## src/rtl/ins_dec_pipe.sv

```systemverilog
// ins_dec_pipe: registered instruction-decode stage with valid/ready handshake and an
// optional read-after-write scoreboard.
//
// Ports:
//   clk, rst_n        clock, asynchronous active-low reset
//   ins_valid, ins    incoming instruction word (IW = 4*RA+3 bits)
//   ins_ready         stage accepts ins this cycle
//   dec_valid         decoded outputs valid
//   dec_ready         downstream accepts decoded outputs
//   sel_data, write_en, alu_op            registered control bits
//   sel_a, sel_b, sel_w                   registered register selects (RA bits)
//   imm, jmp                              registered immediate / jump target (2*RA bits)
//   stall             RAW hazard currently blocking ins
//
// Configuration macro: INS_DEC_HAZARD_EN
//   defined   -> per-register busy counters and hazard stall are built
//   undefined -> no scoreboard, stall tied low

module ins_dec_pipe #(
    parameter int unsigned RA     = 2,
    parameter int unsigned WB_LAT = 2
) (
    input  logic              clk,
    input  logic              rst_n,
    input  logic              ins_valid,
    input  logic [4*RA+2:0]   ins,
    output logic              ins_ready,
    output logic              dec_valid,
    input  logic              dec_ready,
    output logic              sel_data,
    output logic              write_en,
    output logic              alu_op,
    output logic [RA-1:0]     sel_a,
    output logic [RA-1:0]     sel_b,
    output logic [RA-1:0]     sel_w,
    output logic [2*RA-1:0]   imm,
    output logic [2*RA-1:0]   jmp,
    output logic              stall
);

    localparam int unsigned IW   = 4 * RA + 3;
    localparam int unsigned NREG = 1 << RA;

    // Combinational field split of the incoming word.
    logic [2:0]      op_in;
    logic [RA-1:0]   sel_a_in, sel_b_in, sel_w_in;
    logic [2*RA-1:0] imm_in, jmp_in;
    logic            write_en_in;
    logic            hazard;
    logic            capture;

    assign op_in       = ins[IW-1:IW-3];
    assign sel_b_in    = ins[RA-1:0];
    assign sel_a_in    = ins[2*RA-1:RA];
    assign sel_w_in    = ins[3*RA-1:2*RA];
    assign imm_in      = ins[2*RA-1:0];
    assign jmp_in      = ins[4*RA-1:2*RA];
    assign write_en_in = !((op_in == 3'b011) || (op_in == 3'b100));

    assign ins_ready = (!dec_valid || dec_ready) && !hazard;
    assign stall     = hazard;
    assign capture   = ins_valid && ins_ready;

    // Output register: fields load only on capture and otherwise hold, even after
    // the downstream has consumed them.
    always_ff @(posedge clk or negedge rst_n) begin
        if (!rst_n) begin
            dec_valid <= 1'b0;
            sel_data  <= 1'b0;
            write_en  <= 1'b0;
            alu_op    <= 1'b0;
            sel_a     <= '0;
            sel_b     <= '0;
            sel_w     <= '0;
            imm       <= '0;
            jmp       <= '0;
        end else if (capture) begin
            dec_valid <= 1'b1;
            sel_data  <= op_in[1];
            write_en  <= write_en_in;
            alu_op    <= op_in[0];
            sel_a     <= sel_a_in;
            sel_b     <= sel_b_in;
            sel_w     <= sel_w_in;
            imm       <= imm_in;
            jmp       <= jmp_in;
        end else if (dec_valid && dec_ready) begin
            dec_valid <= 1'b0;
        end
    end

`ifdef INS_DEC_HAZARD_EN
    logic [3:0] busy_q [NREG];
    logic       reads_in;
    logic       freeze;

    // op[1]=0 instructions read both sel_a and sel_b.
    assign reads_in = !op_in[1];
    // A held, unaccepted result means the pipe behind us is not advancing.
    assign freeze   = dec_valid && !dec_ready;
    assign hazard   = ins_valid && reads_in &&
                      ((busy_q[sel_a_in] != 4'd0) || (busy_q[sel_b_in] != 4'd0));

    always_ff @(posedge clk or negedge rst_n) begin
        if (!rst_n) begin
            for (int i = 0; i < NREG; i++) begin
                busy_q[i] <= 4'd0;
            end
        end else if (!freeze) begin
            for (int i = 0; i < NREG; i++) begin
                // A fresh write reload takes priority over the decrement.
                if (capture && write_en_in && (sel_w_in == RA'(i))) begin
                    busy_q[i] <= 4'(WB_LAT);
                end else if (busy_q[i] != 4'd0) begin
                    busy_q[i] <= busy_q[i] - 4'd1;
                end
            end
        end
    end
`else
    assign hazard = 1'b0;
`endif

endmodule

```

## config.mk

```make
export PLATFORM = sky130hd
export DESIGN_NAME = ins_dec_pipe
export DESIGN_NICKNAME = d
export VERILOG_FILES = /design/src/rtl/ins_dec_pipe.sv
export SDC_FILE = /design/constraint.sdc
export NUM_CORES = 1
export LEC_CHECK = 0
export CAP_MARGIN = 0
export CORE_MARGIN = 2
export CORE_UTILIZATION = 30
export DETAILED_ROUTE_END_ITERATION = 8
export PLACE_DENSITY = 0.67
export SLEW_MARGIN = 20
export SYNTH_ARGS = -nofsm -noshare
export SYNTH_HDL_FRONTEND = slang
export SYNTH_SLANG_ARGS = --single-unit
```

## constraint.sdc

```tcl
create_clock -name clk -period 1.3 [get_ports clk]
set_clock_uncertainty 0.05 [all_clocks]
set_input_delay 0.195 -clock clk [delete_from_list [all_inputs] [get_ports clk]]
set_output_delay 0.195 -clock clk [all_outputs]
set_load 0.005 [all_outputs]
```

==> metrics <==
post-synthesis cell type with the largest combined area=sky130_fd_sc_hd__dfrtp_1; CP startpoint kind=input pin; Setup Viol. Count Final=0; Pwr Density=1110 mW/mm^2; proportion of netlist area held by the largest area contributor=0.511; Chip Width=48.3 um; number of iterations in the first detailed-routing pass=2; detailed placer's ending HPWL=850 um; average size of a mapped cell=15.5 um^2; routed vias=423; critical path cell sequence=clkdlybuf4s50_1, nand2b_4, dlygate4sd2_1; floorplan die area=0.00233 mm^2; CTS Sinks=12; remaining number of nets flagged by the antenna check after routing=0; total number of placement rows=16; global placement routability congestion=0.604; most used standard cell by instance count after synthesis=sky130_fd_sc_hd__dfrtp_1; Final Critical Period=1.26 ns; cell types occupying the most area after synthesis=sky130_fd_sc_hd__dfrtp_1 (51%), sky130_fd_sc_hd__mux2_4 (26%), sky130_fd_sc_hd__buf_4 (8.9%); peak supply drop=0.000404 V; max-slew violation total from the final report=0; number of max-cap violations=0; sequential fraction of design power=0.412; share of synthesized area occupied by flip-flops and latches=0.511; endpoint kind of the worst setup timing path=primary output; period utilization=0.973; achievable clock frequency=791 MHz; part of the power in combinational logic=0.329; post-synthesis cell type count=12; highest net fanout along the worst path=3; TritonCTS clock tree=built; Max stage delay cell, worst path=sky130_fd_sc_hd__clkdlybuf4s50_1; Final Hold Viols=0; switch share=0.226; unrepaired setup endpoints after global routing=false; overall power of the completed layout=1.10 mW; Reg2Reg Setup Slack=0.13 ns; leading cell types by count after synthesis=sky130_fd_sc_hd__dfrtp_1 (12), sky130_fd_sc_hd__mux2_4 (10), sky130_fd_sc_hd__buf_4 (7); flop and latch count out of synthesis=12; global router's overall resource usage=0.115; async set or reset register ratio after synthesis=1.00; number of port buffers=33; clock share of power=0.259; switching power summed over all nets=249 uW; antenna violations before repair=0; number of enable flip-flop cells after synthesis=0; total number of nets in the final design=96; pin count of the biggest net entering global routing=13; clk buf depth=2; number of global-route vias before repair=425; Syn-to-layout area delta=69.4%; synthesized cell area=588 um^2; global-route wire length before repair=1770 um; I/O pin total=35; endpoint required time on the critical path=1.05 ns; min-delay worst type=input pin to asynchronous set/reset pin; share of layout cells above drive strength 1=0.375; Detailed Route Iter0 Violations=2; maximum single-stage delay on the critical path=0.46 ns; clock buffer count from CTS=3; outcome=finished, final reports clean; yosys warns=0; total internal power=854 uW; number of vias per cell after detailed routing=3.95; clock-pin slew of the registers on the worst-case setup and hold paths=0.07 ns; root buffer cell=sky130_fd_sc_hd__clkbuf_4; Mapped Cells=38; Setup WS post-layout=0.0353 ns; standby leakage power=0.493 nW; antenna diode count=0; CP Data Arrival Time=1.02 ns; Remaining DRCs=0; Starting Density=0.309; classification of the worst setup path=input pin to primary output; Routed Wire Length=1230 um; H-tree levels=1; clock latency on the worst-skew pair=0.26 ns; post-DR wirelength/cell=11.5 um; area of the core=0.00190 mm^2; Die Span Y=48.3 um; commonest register cell after synthesis=sky130_fd_sc_hd__dfrtp_1; worst slack at placement=-0.239 ns; total global routing overflow=0; Post-Synthesis Net Count=53
==> power by group through the flow <==
stage / registers (mW) / logic [mW] / clock network, mW
3_3_place_gp: 0.467 / 0.336 / 0
5_1_grt: 0.463 / 0.402 / 0.316
2_1_floorplan: 0.471 / 0.154 / 0
6_report: 0.455 / 0.363 / 0.285
3_5_place_dp: 0.470 / 0.338 / 0
4_1_cts: 0.453 / 0.360 / 0.296
==> worst max-delay path: cells and delay by family <==
family / cells / cell delay, ns
buffers and inverters: 2 / 0.69
and+or+nand+nor: 1 / 0.13
==> area by class of cell <==
cell class,instances,area (um^2)
timing repair buffer,46,410
sequential,12,300
clock buffer,4,36.3
tap,27,33.8
multi-input combinational,18,215
fill,167,906
==> what timing repair did <==
item,4_1_cts,5_1_grt
setup endpoints to repair,19,5
setup buffers,11,0
gates resized for setup,19,5
hold buffers,0,0
==> logic make-up after synthesis <==
kind of cell / after synthesis / synth area share
buffers and inverters: 8 / 0.123
AND/OR/NAND/NOR: 5 / 0.0766
flip-flops: 12 / 0.511
other: 1 / 0.00638
AO/OA/AOI/OAI: 1 / 0.00850
multiplexers: 11 / 0.274
==> cells in the final DEF (no fill, tap or decap), drive strengths merged <==
| cell | n |
|---|---|
| a21oi | 1 |
| and3b | 1 |
| buf | 13 |
| clkbuf | 4 |
| clkdlybuf4s15 | 5 |
| clkdlybuf4s50 | 14 |
| conb | 1 |
| dfrtp | 12 |
| dlygate4sd2 | 14 |
| mux2 | 11 |
| nand2 | 1 |
| nand2b | 1 |
| nor2 | 1 |
| or2b | 1 |
==> worst paths after layout <==
| path | start | end | cells after the start |
|---|---|---|---|
| worst min-delay path | rst_n | sel_a[0]$_DFFE_PN0P_ | 2 |
| worst min register to register | alu_op$_DFFE_PN0P_ | alu_op$_DFFE_PN0P_ | 1 |
| worst max-delay path | dec_ready | ins_ready | 3 |
| min in group clk | alu_op$_DFFE_PN0P_ | alu_op$_DFFE_PN0P_ | 1 |
| worst max register to register | dec_valid$_DFFE_PN0P_ | sel_w[0]$_DFFE_PN0P_ | 3 |
| max in group asynchronous | rst_n | dec_valid$_DFFE_PN0P_ | 2 |
==> layer usage <==
metal,wire (um),global-route usage
met5,0,0
met4,0,0.0486
met3,144,0.0407
met2,616,0.205
met1,473,0.121
==> flip-flops by register name, indices dropped and copies added, names as in the netlist <==
name,flops
sel_a,2
imm,1
write_en,1
sel_w,1
dec_valid,1
alu_op,1
sel_b,1
sel_data,1
jmp,3
==> through the flow <==
stage	std cells	cell area, um^2	hold slack [ns]	setup TNS, ns	util
finish	107	996	0.201	0	0.524
global route	107	996	0.219	0	0.524
CTS	107	990	0.186	0	0.520
detailed placement	92	895	0.452	-1.94	0.470
global placement	92	895	0.447	-1.75	0.470
floorplan	38	588	-0.151	0	-
Power figures use the tool's default switching activity.
